===== src/rtl/inst_encoder.sv =====
// inst_encoder: packs RV32I instruction fields into a 32-bit instruction word.
// Two-stage valid/ready pipeline with a handshake counter.
//
// Ports:
//   iCLK, iRST          clock (rising edge), asynchronous active-high reset
//   iValid / oReady     input handshake for the field bundle
//   iFmt                000 LOAD, 001 STORE, 010 BRANCH, 011 JAL, 100 OP-IMM,
//                       101 LUI, 110/111 illegal
//   iImm                signed byte offset (I/S/B/J) or full value (LUI)
//   iRd, iRs1, iRs2     register fields
//   iFunct3             funct3 field (LOAD/STORE/BRANCH/OP-IMM)
//   oValid / iReady     output handshake
//   oInst               encoded word (NOP_WORD when rejected)
//   oErr                encoding rejected, qualifies oInst while oValid
//   oCount              output handshake count, wraps at 2^CNT_W
//
// Build option: define INST_ENC_RANGE_CHECK_EN to reject immediates that do
// not fit their format; without it, out-of-range bits are silently dropped.

module inst_encoder #(
    parameter int          CNT_W    = 16,
    parameter logic [31:0] NOP_WORD = 32'h00000013
) (
    input  logic             iCLK,
    input  logic             iRST,
    input  logic             iValid,
    output logic             oReady,
    input  logic [2:0]       iFmt,
    input  logic [31:0]      iImm,
    input  logic [4:0]       iRd,
    input  logic [4:0]       iRs1,
    input  logic [4:0]       iRs2,
    input  logic [2:0]       iFunct3,
    output logic             oValid,
    input  logic             iReady,
    output logic [31:0]      oInst,
    output logic             oErr,
    output logic [CNT_W-1:0] oCount
);

    localparam logic [2:0] FMT_LOAD   = 3'b000;
    localparam logic [2:0] FMT_STORE  = 3'b001;
    localparam logic [2:0] FMT_BRANCH = 3'b010;
    localparam logic [2:0] FMT_JAL    = 3'b011;
    localparam logic [2:0] FMT_OPIMM  = 3'b100;
    localparam logic [2:0] FMT_LUI    = 3'b101;

    localparam logic [6:0] OP_LOAD   = 7'b0000011;
    localparam logic [6:0] OP_STORE  = 7'b0100011;
    localparam logic [6:0] OP_BRANCH = 7'b1100011;
    localparam logic [6:0] OP_JAL    = 7'b1101111;
    localparam logic [6:0] OP_OPIMM  = 7'b0010011;
    localparam logic [6:0] OP_LUI    = 7'b0110111;

    localparam logic [CNT_W-1:0] CNT_ONE = {{(CNT_W-1){1'b0}}, 1'b1};

    // Stage 1 field registers
    logic        s1_valid;
    logic [2:0]  s1_fmt;
    logic [31:0] s1_imm;
    logic [4:0]  s1_rd;
    logic [4:0]  s1_rs1;
    logic [4:0]  s1_rs2;
    logic [2:0]  s1_f3;

    // Holds oReady low until the first edge after reset release.
    logic        rdy_en;

    logic        s1_adv;
    logic        load_s1;
    logic        out_hs;

    logic [31:0] enc_word;
    logic        enc_err;

    logic        bad_i;
    logic        bad_b;
    logic        bad_j;
    logic        bad_u;

    // S1 may move into S2 whenever S2 is empty or is draining this cycle.
    assign s1_adv  = !oValid || iReady;
    assign oReady  = rdy_en && (!s1_valid || s1_adv);
    assign load_s1 = iValid && oReady;
    assign out_hs  = oValid && iReady;

`ifdef INST_ENC_RANGE_CHECK_EN
    // A value fits N signed bits when every bit from N-1 upward agrees.
    assign bad_i = !((&s1_imm[31:11]) || !(|s1_imm[31:11]));
    assign bad_b = !((&s1_imm[31:12]) || !(|s1_imm[31:12])) || s1_imm[0];
    assign bad_j = !((&s1_imm[31:20]) || !(|s1_imm[31:20])) || s1_imm[0];
    assign bad_u = |s1_imm[11:0];
`else
    assign bad_i = 1'b0;
    assign bad_b = 1'b0;
    assign bad_j = 1'b0;
    assign bad_u = 1'b0;
`endif

    always_comb begin
        enc_word = NOP_WORD;
        enc_err  = 1'b1;
        case (s1_fmt)
            FMT_LOAD: begin
                enc_word = {s1_imm[11:0], s1_rs1, s1_f3, s1_rd, OP_LOAD};
                enc_err  = bad_i;
            end
            FMT_OPIMM: begin
                enc_word = {s1_imm[11:0], s1_rs1, s1_f3, s1_rd, OP_OPIMM};
                enc_err  = bad_i;
            end
            FMT_STORE: begin
                enc_word = {s1_imm[11:5], s1_rs2, s1_rs1, s1_f3,
                            s1_imm[4:0], OP_STORE};
                enc_err  = bad_i;
            end
            FMT_BRANCH: begin
                enc_word = {s1_imm[12], s1_imm[10:5], s1_rs2, s1_rs1,
                            s1_f3, s1_imm[4:1], s1_imm[11], OP_BRANCH};
                enc_err  = bad_b;
            end
            FMT_JAL: begin
                enc_word = {s1_imm[20], s1_imm[10:1], s1_imm[11],
                            s1_imm[19:12], s1_rd, OP_JAL};
                enc_err  = bad_j;
            end
            FMT_LUI: begin
                enc_word = {s1_imm[31:12], s1_rd, OP_LUI};
                enc_err  = bad_u;
            end
            default: begin
                enc_word = NOP_WORD;
                enc_err  = 1'b1;
            end
        endcase
        if (enc_err) begin
            enc_word = NOP_WORD;
        end
    end

    always_ff @(posedge iCLK or posedge iRST) begin
        if (iRST) begin
            rdy_en <= 1'b0;
        end else begin
            rdy_en <= 1'b1;
        end
    end

    always_ff @(posedge iCLK or posedge iRST) begin
        if (iRST) begin
            s1_valid <= 1'b0;
            s1_fmt   <= 3'b000;
            s1_imm   <= 32'h0;
            s1_rd    <= 5'd0;
            s1_rs1   <= 5'd0;
            s1_rs2   <= 5'd0;
            s1_f3    <= 3'b000;
        end else if (load_s1) begin
            s1_valid <= 1'b1;
            s1_fmt   <= iFmt;
            s1_imm   <= iImm;
            s1_rd    <= iRd;
            s1_rs1   <= iRs1;
            s1_rs2   <= iRs2;
            s1_f3    <= iFunct3;
        end else if (s1_adv) begin
            s1_valid <= 1'b0;
        end
    end

    // Output register: only updates when it is empty or being consumed,
    // so a stalled word stays stable.
    always_ff @(posedge iCLK or posedge iRST) begin
        if (iRST) begin
            oValid <= 1'b0;
            oInst  <= 32'h0;
            oErr   <= 1'b0;
        end else if (s1_adv) begin
            oValid <= s1_valid;
            if (s1_valid) begin
                oInst <= enc_word;
                oErr  <= enc_err;
            end
        end
    end

    always_ff @(posedge iCLK or posedge iRST) begin
        if (iRST) begin
            oCount <= '0;
        end else if (out_hs) begin
            oCount <= oCount + CNT_ONE;
        end
    end

endmodule


===== config.mk =====
export PLATFORM = sky130hd
export DESIGN_NAME = inst_encoder
export DESIGN_NICKNAME = d
export VERILOG_FILES = /design/src/rtl/inst_encoder.sv
export SDC_FILE = /design/constraint.sdc
export NUM_CORES = 1
export LEC_CHECK = 0
export CAP_MARGIN = 10
export CORE_MARGIN = 5
export CORE_UTILIZATION = 44
export DETAILED_ROUTE_END_ITERATION = 8
export PLACE_DENSITY = 0.71
export SLEW_MARGIN = 0
export SYNTH_ARGS = -nofsm -noshare
export SYNTH_HDL_FRONTEND = slang
export SYNTH_SLANG_ARGS = --single-unit

===== constraint.sdc =====
create_clock -name iCLK -period 8.2 [get_ports iCLK]
set_input_delay 1.64 -clock iCLK [delete_from_list [all_inputs] [get_ports iCLK]]
set_output_delay 1.64 -clock iCLK [all_outputs]
set_load 0.02 [all_outputs]

Word-level counts from Yosys, hierarchy flattened:

Cells that the tools add are included.

* bits of input ports: 57
* memory bits (read-only): 0
* output and inout port bits: 51
* logic and storage cells: 34
* memories: 0
* bits in latches: 0
* bits in registers: 105
* memory bits (writable): 0

* multipliers: 0
* add/sub/neg operators: 1
* $lt $le $gt $ge: 0
* mux-type cells: 5
* bitwise gates (word level): 0
* reduce and logical (&&, ||, !) cells: 11
* equality and inequality tests: 5
* div/mod/pow operators: 0
* shift-type cells: 0

Operator list (count)
* 32-bit one-hot mux with 6 select lines: 1
* 32-bit two-way mux: 1
* 16-bit by 1-bit adder with 16-bit output, second input constant: 1
* 3-bit by 2-bit == test with 1-bit output, second input constant: 2
* 3-bit == test, second input constant: 2
* 6-bit OR reduction: 1
* 3-bit by 1-bit == test with 1-bit output, second input constant: 1
* 1-bit logical AND: 3
* 3-bit logical NOT: 1
* 1-bit two-way mux: 3
* 1-bit logical NOT: 2
* 1-bit logical OR: 2
* 2-bit AND reduction: 1
* 2-bit nonzero test: 1

Longest topological paths before layout:

Gate-level depths: netlist (run 1).

* word-level depth: 6
* depth in mapped cells: 6
* mapped depth without buffers: 5

Least setup slack after synthesis (run 1):

OpenSTA, ideal clock, no wires.

* path kind: input-to-output
* start point: in iReady
* end point: out oReady
* data arrival time: 2.002 ns
* stages: 2
* required time: 6.560 ns
* buffers on the path: 0
* setup slack: 4.558 ns
* cell sequence: nand3b_1 > and2_4

* word-level cells in the longest chain between the ends: 3

RTL lines
* start, declared: line 35 `input logic iReady,`
* 1-bit logical OR: line 82 `assign s1_adv = !oValid || iReady;`
* 1-bit logical OR: line 83 `assign oReady = rdy_en && (!s1_valid || s1_adv);`
* 1-bit logical AND: line 83
* end, declared: line 27 `output logic oReady,`

Every way passes these cells.

Final worst setup path (run 1):

Ends and elaborated chain as after synthesis.

==> qor.csv, run 1 <==
stage;metric;value;unit
status;status;completed;
clock_tree;cts_hold_buf;0;
routing;routed_wirelength;11.2;mm
power;power_density;267;nW/µm²
hold_path;whs_endpoint;oCount[15];
hold_path;hold_class;register to register;
sta;final.min_clock_period;4740;ps
routing;drt_pass1_iterations;4;
layout;final_common_cell;clkdlybuf4s50_1;
setup_path;r2r-end;oInst[9];
clock_tree;cts_htree_levels;3;
global_routing;grt_use_met2;26.5;%
sta;finalSetupViolCount;0;
place;io_buffers;107;
hold_path;holdCritStartpoint;oCount[15];
yosys;synthCells;404;
yosys;yosysSeqAreaShare;52.3;%
sta;whs;478;ps
global_routing;grt_max_degree;73;
sta;maxSlewViolCount;0;
global_routing;antenna_found_initial;0;
global_routing;met3_usage;3.32;%
yosys;synth_top_family_by_area;multiplexers;
hold_path;holdPathStages;1;
flow_run;cap_violations;0;
sta;tightestPinTransition;922;ps
setup_path;r2r_cells;4;
yosys;syn-mean-instance-area;12.3;µm²
clock_tree;root_buffer;clkbuf_16;
power;clkPwrFrac;26.3;%
power;power_frac_comb;30.7;%
setup_path;worstPathMaxFanout;4;
sta;relSlewSlack;38.5;%
routing;drc;0;
layout;stdcell_count;646;
clock_tree;clkTransAtPathRegs;60;ps
power;p_leak;2.80;nW
sta;period_share;57.8;%
power;power;0.00170;W
routing;drtIter0Drc;154;
layout;antenna_cells;0;
routing;routedWlPerCell;17.3;µm
yosys;synth_edf_count;0;
yosys;synth_compound_area_share;11.2;%
sta;tns;0;ps
layout;area_growth;27.8;%
setup_path;reg2reg_from;s1_fmt[2];
yosys;async_reset_ff_share;100;%
clock_tree;postCtsSetupBuffers;0;
layout;drive_above_1_share;17.0;%
sta;rsz0062_at_grt;false;
yosys;ys.flop_type;dfrtp_1;
yosys;synth_area;4980;µm²
setup_path;path_class;primary input to primary output;
setup_path;r2r_slack;5820;ps
global_routing;use_met1;24.2;%
power;switching_share;31.2;%
global_routing;grt_pass1_wl;18.0;mm
sta;fmax;0.211;GHz
layout;nets;559;
setup_path;worst_setup_path_start_kind;primary input;
power;max-vdd-ir-drop;0.144;mV
yosys;synth_cell_type_count;43;
die;coreArea;11000;µm²
global_routing;busiest_layer;met2;
clock_tree;clkSinkCount;104;
clock_tree;clk_latency;330;ps
setup_path;critical_path_required;6560;ps
power;p_int;0.00117;W
global_routing;grt_overflow;0;
power;switchingPower;0.000530;W
routing;vias;3408;
clock_tree;cts_tree;yes;
clock_tree;clock_path_buffers;2;
global_routing;grt_pass1_vias;3468;
yosys;ys_warn_count;0;
power;power_frac_seq;43.0;%
layout;final_cell_mix;clkdlybuf4s50_1, dfrtp_1, mux2_4;
place;place_inst;630;
die;io_pins;108;
yosys;ys_ff_latch;104;
clock_tree;cts_buffers;9;
clock_tree;cts-resized-gates;0;
yosys;syn_nets;462;
setup_path;end_kind;primary output;
sta;worst_clock_skew;6.50;ps
yosys;synth-simple-area-share;10.6;%
die;die_area;13500;µm²
place;gp_congestion;0.761;
die;start_util;45.3;%
place;dp_hpwl;7.58;mm
yosys;synth_mux_area_share;18.5;%
die;die-width;116;µm
routing;via_per_inst;5.28;
die;num_rows;38;
routing;ant_nets;0;
setup_path;arrival;3100;ps
yosys;synth-xor-area-share;2.64;%
yosys;synthAdderAreaFrac;0.251;%
die;die_y;116;µm
global_routing;track_usage;17.0;%
sta;hold_violations;0;
==> Yosys cell counts (2+ instances only) <==
cell type,number,area share [%]
nand4_1,2,0.25
and2_1,2,0.25
dfrtp_1,104,52
a211oi_1,5,0.75
buf_6,2,0.45
o21a_1,2,0.30
nor2_1,10,0.75
inv_1,2,0.15
a21oi_1,28,2.8
nand2b_1,3,0.38
mux2_2,10,2.3
nand3_1,4,0.40
xor2_1,4,0.70
nand2_1,40,3.0
and3_1,3,0.38
o22a_1,5,0.88
nor2b_1,21,2.6
buf_2,4,0.40
clkbuf_1,11,0.83
nand3b_1,5,0.75
and4_1,2,0.35
a2bb2oi_1,6,1.1
buf_12,5,2.0
mux2i_1,7,1.4
buf_4,2,0.30
xnor2_1,11,1.9
o21ai_0,32,3.2
mux2_4,49,15
o221ai_1,9,1.6
==> cell type report <==
cell class              instances  area (µm²)
fillers                       923        4620
flip-flops and latches        104        2600
multi-input cells             272        2150
repair buffers                111        1100
clock buffers                  12         267
well taps                     140         175
clock inverters                 4        51.3
inverters                       3        13.8
==> cell families (layout without fill, tap and decap cells) <==
| group | Yosys count | after routing |
|---|---|---|
| buffers and inverters | 28 | 130 |
| muxes | 66 | 66 |
| and+or+nand+nor | 98 | 98 |
| xor gates and xnor gates | 15 | 15 |
| DFF | 104 | 104 |
| adders and majority gates | 1 | 1 |
| other | 1 | 1 |
| AOI/OAI and AO/OA | 91 | 91 |
==> critical path: stages <==
cell	delay (ps)
clkdlybuf4s50_1	510
nand3b_1	150
and2_4	190
clkdlybuf4s50_1	600
==> metal layers <==
metal	up-vias	part of all wire, %
met5	-	0
met4	0	0.94
met3	8	5.7
met2	91	46
met1	1693	47
li1	1616	-
==> flip-flops by register name, indices dropped and copies added, names as in the netlist <==
| name | count |
|---|---|
| oCount | 16 |
| rdy_en | 1 |
| s1_rd | 5 |
| s1_valid | 1 |
| oValid | 1 |
| s1_fmt | 3 |
| s1_f3 | 3 |
| s1_imm | 32 |
| s1_rs2 | 5 |
| oErr | 1 |
| s1_rs1 | 5 |
| oInst | 31 |
==> worst max-delay path by stage <==
| stage | slack (ps) | start | to |
|---|---|---|---|
| floorplan | 3830 | iRST | oCount[0] |
| global placement | 3490 | iReady | oReady |
| detailed placement | 3460 | iReady | oReady |
| CTS | 3450 | iReady | oReady |
| global route | 3410 | iReady | oReady |
| finish | 3460 | iReady | oReady |
==> through the flow <==
stage	setup WS, ps	util [%]	area, µm²
6_report	3460	57.9	6360
5_1_grt	3410	57.9	6360
4_1_cts	3450	57.9	6360
3_5_place_dp	3460	55.0	6040
3_3_place_gp	3490	55.0	6040
2_1_floorplan	3830	-	4980
==> power by group through the flow <==
stage                     registers (W)  logic, W  clock network (W)
final                          0.000730  0.000521           0.000446
after detailed placement       0.000739  0.000525                  0
after global placement         0.000734  0.000515                  0
after global routing           0.000747  0.000565           0.000476
after CTS                      0.000731  0.000528           0.000457
after floorplan                0.000776  0.000266                  0
(Power assumes the default switching activity.)
==> run 2: changes to the inputs <==
Settings changed: PLACE_DENSITY 0.71 to 0.74.
Clock period 8.2 ns to 3.8 ns, I/O delays scaled along.
==> qor.csv, run 2 (synthesis results as in run 1) <==
stage;metric;value;unit;change
status;status;completed;;unchanged
clock_tree;postCtsSetupBuffers;0;;unchanged
setup_path;slowest_stage;clkdlybuf4s50_1;;unchanged
routing;drt_pass1_iterations;4;;unchanged
power;power_density;577;nW/µm²;was 267 nW/µm²
sta;finalSetupViolCount;0;;unchanged
setup_path;arrival;2210;ps;was 3100 ps
place;dp_hpwl;7.70;mm;was 7.58 mm
layout;nets;561;;was 559
setup_path;cpPeakStageDelay;610;ps;was 600 ps
clock_tree;cts_tree;yes;;unchanged
routing;routed_wirelength;11.3;mm;was 11.2 mm
global_routing;grt_max_degree;87;;was 73
global_routing;track_usage;17.5;%;was 17.0%
global_routing;grt_pass1_vias;3576;;was 3468
place;gp_congestion;0.764;;was 0.761
global_routing;grt_pass1_wl;18.4;mm;was 18.0 mm
setup_path;cp.depth;4;;unchanged
routing;ant_nets;0;;unchanged
die;coreArea;11000;µm²;unchanged
global_routing;grt_overflow;0;;unchanged
setup_path;crit_chain;clkdlybuf4s50_1 > nand3b_1 > and2_4 > clkdlybuf4s50_1;;unchanged
layout;top_regs;s1_imm x32, oInst x31, oCount x16;;unchanged
sta;rsz0062_at_grt;false;;unchanged
die;die-width;116;µm;unchanged
sta;maxSlewViolCount;0;;unchanged
sta;fmax;0.337;GHz;
layout;final_common_cell;clkdlybuf4s50_1;;unchanged
power;p_leak;2.82;nW;was 2.80 nW
clock_tree;clkSinkCount;104;;unchanged
sta;tightestPinTransition;1030;ps;was 922 ps
layout;antenna_cells;0;;unchanged
die;die_y;116;µm;unchanged
layout;final_cell_mix;clkdlybuf4s50_1, dfrtp_1, mux2_4;;unchanged
setup_path;worst_setup_path_start_kind;primary input;;unchanged
sta;worst_clock_skew;7.82;ps;was 6.50 ps
clock_tree;clk_latency;340;ps;was 330 ps
layout;top_register;s1_imm;;unchanged
clock_tree;cts_htree_levels;3;;unchanged
setup_path;end_kind;primary output;;unchanged
flow_run;cap_violations;0;;unchanged
routing;via_per_inst;5.26;;was 5.28
sta;period_share;78.2;%;
setup_path;cp_common_cell;clkdlybuf4s50_1;;unchanged
routing;drtIter0Drc;178;;was 154
layout;drive_above_1_share;17.1;%;was 17.0%
clock_tree;cts-resized-gates;0;;unchanged
hold_path;whs_endpoint;oInst[5];;was oCount[15]
sta;whs;480;ps;was 478 ps
sta;hold_violations;0;;unchanged
setup_path;r2r_slack;1620;ps;was 5820 ps
routing;drc;0;;unchanged
die;io_pins;108;;unchanged
clock_tree;cts_hold_buf;0;;unchanged
layout;fin_util;58.1;%;was 57.9%
setup_path;worstPathMaxFanout;4;;unchanged
hold_path;holdCritStartpoint;oInst[5];;was oCount[15]
setup_path;cp_num_buf_inv;2;;unchanged
routing;vias;3411;;was 3408
setup_path;reg2reg_from;s1_fmt[0];;was s1_fmt[2]
clock_tree;clock_path_buffers;2;;unchanged
layout;largest_register_ffs;32;;unchanged
setup_path;critical_path_required;3040;ps;was 6560 ps
global_routing;antenna_found_initial;0;;unchanged
sta;relSlewSlack;31.1;%;was 38.5%
layout;nFillCells;937;;was 923
power;max-vdd-ir-drop;0.304;mV;was 0.144 mV
setup_path;path_class;primary input to primary output;;unchanged
sta;tns;0;ps;unchanged
die;die_area;13500;µm²;unchanged
place;io_buffers;107;;unchanged
die;start_util;45.3;%;unchanged
routing;routedWlPerCell;17.4;µm;was 17.3 µm
setup_path;r2r-end;oInst[26];;was oInst[9]
setup_path;r2r_cells;4;;unchanged
clock_tree;clkTransAtPathRegs;70;ps;was 60 ps
die;num_rows;38;;unchanged
hold_path;hold_class;register to register;;unchanged
sta;final.min_clock_period;2970;ps;
clock_tree;cts_buffers;9;;unchanged
layout;area_growth;28.1;%;was 27.8%
setup_path;critical_path.top_delay_family;buffers and inverters;;unchanged
hold_path;holdPathStages;2;;was 1
clock_tree;root_buffer;clkbuf_16;;unchanged
run 2: cell types whose count changed in the layout (fill, tap and decap cells not counted), sizes merged:
cell and delta:
buf +2, clkbuf +2, clkinv -1, clkinvlp -1
run 2: area by class of cell:
| class | instances | area (µm²) | share of cell area, % |
|---|---|---|---|
| clock buffer | 14 | 284 | 4.45 |
| clock inverter | 2 | 35.0 | 0.549 |
| inverter | 3 | 13.8 | 0.216 |
| multi-input combinational | 272 | 2150 | 33.7 |
| sequential | 104 | 2600 | 40.8 |
| tap | 140 | 175 | 2.75 |
| timing repair buffer | 113 | 1120 | 17.5 |
run 2: worst max path at each step:
| stage | from | slack, ps | to |
|---|---|---|---|
| CTS | iReady | 810 | oReady |
| global placement | iReady | 820 | oReady |
| detailed placement | iReady | 830 | oReady |
| global route | iReady | 750 | oReady |
| finish | iReady | 830 | oReady |
| floorplan | iRST | 310 | oCount[0] |
run 2: metrics by stage:
stage                     setup slack (ps)  cell area, µm²  power [W]  std cells
after floorplan                        308            4980    0.00225        404
after global placement                 820            6060    0.00270        632
after detailed placement               829            6060    0.00274        632
after CTS                              809            6380    0.00372        648
after global routing                   753            6380    0.00389        648
final                                  829            6380    0.00368        648
run 2: worst reg2reg max path, cell delays in order (launching register included):
cell	delay (ps)
dfrtp_2	950
and2_1	640
a21oi_1	150
a2bb2oi_1	150
o21ai_0	190
run 2: report_power, final:
part | internal [W] | switching, W
registers | 0.00134 | 0.000231
clock network | 0.000582 | 0.000386
logic | 0.000614 | 0.000520
total | 0.00254 | 0.00114
run 2: layer usage:
metal | GRT usage, % | vias up | wire (µm)
met5 | 0 | - | 0
met4 | 5.34 | 0 | 66
met3 | 2.90 | 5 | 577
met2 | 27.6 | 102 | 5420
met1 | 24.8 | 1685 | 5250
li1 | - | 1619 | -
==> run 3: changes to the inputs <==
Clock period 3.8 ns to 2.6 ns, I/O delays scaled along.
==> qor.csv, run 3 (synthesis results as in run 1) <==
stage;metric;value;unit;change
status;status;completed;;unchanged
clock_tree;cts_htree_levels;3;;unchanged
setup_path;critical_path_required;2080;ps;was 3040 ps
global_routing;grt_max_degree;67;;was 87
clock_tree;cts_tree;yes;;unchanged
die;coreArea;11000;µm²;unchanged
place;dp_hpwl;8.10;mm;was 7.70 mm
sta;finalSetupViolCount;0;;unchanged
layout;nets;567;;was 561
clock_tree;clkTransAtPathRegs;70;ps;about the same
layout;top_regs;s1_imm x32, oInst x31, oCount x16;;unchanged
place;io_buffers;107;;unchanged
die;die_area;13500;µm²;unchanged
power;power_density;826;nW/µm²;was 577 nW/µm²
clock_tree;cts_buffers;9;;unchanged
sta;period_share;95.1;%;
sta;tns;0;ps;unchanged
flow_run;cap_violations;0;;unchanged
global_routing;grt_pass1_vias;3669;;was 3576
layout;area_growth;29.2;%;was 28.1%
place;gp_congestion;0.755;;was 0.764
clock_tree;cts-resized-gates;0;;unchanged
layout;largest_register_ffs;32;;unchanged
routing;routedWlPerCell;17.6;µm;was 17.4 µm
setup_path;critical_path.top_delay_family;buffers and inverters;;unchanged
die;io_pins;108;;unchanged
global_routing;busiest_layer;met2;;unchanged
layout;top_register;s1_imm;;unchanged
routing;routed_wirelength;11.5;mm;was 11.3 mm
setup_path;worst_setup_path_start_kind;primary input;;unchanged
routing;drc;0;;unchanged
routing;drtIter0Drc;136;;was 178
routing;drt_pass1_iterations;5;;was 4
routing;ant_nets;0;;unchanged
clock_tree;clkSinkCount;104;;unchanged
global_routing;met3_usage;3.63;%;was 2.90%
power;max-vdd-ir-drop;0.414;mV;was 0.304 mV
place;place_area;6140;µm²;was 6060 µm²
layout;fin_area;6430;µm²;was 6380 µm²
layout;antenna_cells;0;;unchanged
sta;tightestPinTransition;624;ps;was 1030 ps
setup_path;cp_common_cell;clkdlybuf4s50_1;;unchanged
clock_tree;clk_latency;340;ps;about the same
routing;vias;3529;;was 3411
global_routing;use_met1;25.3;%;was 24.8%
sta;final.min_clock_period;2470;ps;
setup_path;crit_chain;clkdlybuf4s50_1 > nand3b_1 > and2_4 > clkdlybuf4s50_1;;unchanged
clock_tree;cts_hold_buf;0;;unchanged
power;p_leak;2.84;nW;was 2.82 nW
sta;worst_clock_skew;6.51;ps;was 7.82 ps
setup_path;worstPathMaxFanout;2;;was 4
hold_path;hold_class;register to register;;unchanged
sta;maxSlewViolCount;0;;unchanged
setup_path;cpPeakStageDelay;610;ps;about the same
die;die_y;116;µm;unchanged
clock_tree;clock_path_buffers;2;;unchanged
clock_tree;root_buffer;clkbuf_16;;unchanged
sta;whs;481;ps;was 480 ps
global_routing;grt_use_met2;27.8;%;was 27.6%
setup_path;cp_num_buf_inv;2;;unchanged
setup_path;path_class;primary input to primary output;;unchanged
routing;via_per_inst;5.40;;was 5.26
sta;relSlewSlack;58.4;%;was 31.1%
layout;drive_above_1_share;17.7;%;was 17.1%
sta;rsz0062_at_grt;false;;unchanged
global_routing;track_usage;17.8;%;was 17.5%
clock_tree;postCtsSetupBuffers;0;;unchanged
setup_path;arrival;1950;ps;was 2210 ps
sta;hold_violations;0;;unchanged
global_routing;grt_overflow;0;;unchanged
die;start_util;45.3;%;unchanged
die;die-width;116;µm;unchanged
global_routing;antenna_found_initial;0;;unchanged
layout;final_common_cell;clkdlybuf4s50_1;;unchanged
die;num_rows;38;;unchanged
layout;final_cell_mix;clkdlybuf4s50_1, dfrtp_1, mux2_4;;unchanged
sta;fmax;0.405;GHz;
setup_path;slowest_stage;clkdlybuf4s50_1;;unchanged
setup_path;end_kind;primary output;;unchanged
global_routing;grt_pass1_wl;19.0;mm;was 18.4 mm
[run 3: cell types whose count changed in the layout (fill, tap and decap cells not counted)]
cell	before	now
buf_12	0	3
buf_4	6	9
clkbuf_1	1	2
clkbuf_8	4	1
clkinvlp_4	0	2
inv_4	1	0
[run 3: where the power goes]
part / internal (W) / switching [W] / total, W / leakage [nW]
clock network: 0.000767 / 0.000566 / 0.00133 / 0.139
logic: 0.000910 / 0.000791 / 0.00170 / 1.44
registers: 0.00196 / 0.000312 / 0.00228 / 1.26
total: 0.00364 / 0.00167 / 0.00531 / 2.84
[run 3: through the flow]
stage,utilization (%),power (W),std cells,worst slack (ps)
after CTS,58.6,0.00535,653,120
after global routing,58.6,0.00559,653,69.3
after floorplan,-,0.00329,404,834
after global placement,55.9,0.00395,638,111
final,58.6,0.00531,653,128
after detailed placement,55.9,0.00402,638,137
[run 3: area by class of cell]
cell class / instances / area [µm²]
Fill cell: 934 / 4550
Sequential cell: 104 / 2600
Multi-Input combinational cell: 272 / 2150
Timing Repair Buffer: 119 / 1200
Clock buffer: 12 / 246
Tap cell: 140 / 175
Clock inverter: 3 / 42.5
Inverter: 3 / 15.0
[run 3: per-layer routing]
layer	share of wire (%)	up-vias	wire length [µm]
met5	0	-	0
met4	1.2	0	140
met3	5.9	11	675
met2	47	112	5350
met1	46	1776	5300
li1	-	1630	-
[run 3: path summary, 6_finish.rpt]
| kind | cells after the start | endpoint | slack (ps) | startpoint |
|---|---|---|---|---|
| hold reg to reg | 2 | oInst[30] | 480 | oInst[30] |
| max in group asynchronous | 3 | oInst[18] | 1540 | iRST |
| setup / recovery | 4 | oReady | 130 | iReady |
| setup reg to reg | 5 | oInst[7] | 650 | s1_fmt[0] |
| hold / removal | 2 | oInst[30] | 480 | oInst[30] |
| min in group asynchronous | 3 | s1_imm[5] | 630 | iRST |
[run 3: worst register-to-register path: cells and delay by family (launching register included)]
| family | cells | cell delay, ps |
|---|---|---|
| simple gates | 1 | 80 |
| compound gates | 1 | 340 |
| flops | 1 | 770 |
| buf+inv | 1 | 350 |
| mux | 2 | 290 |
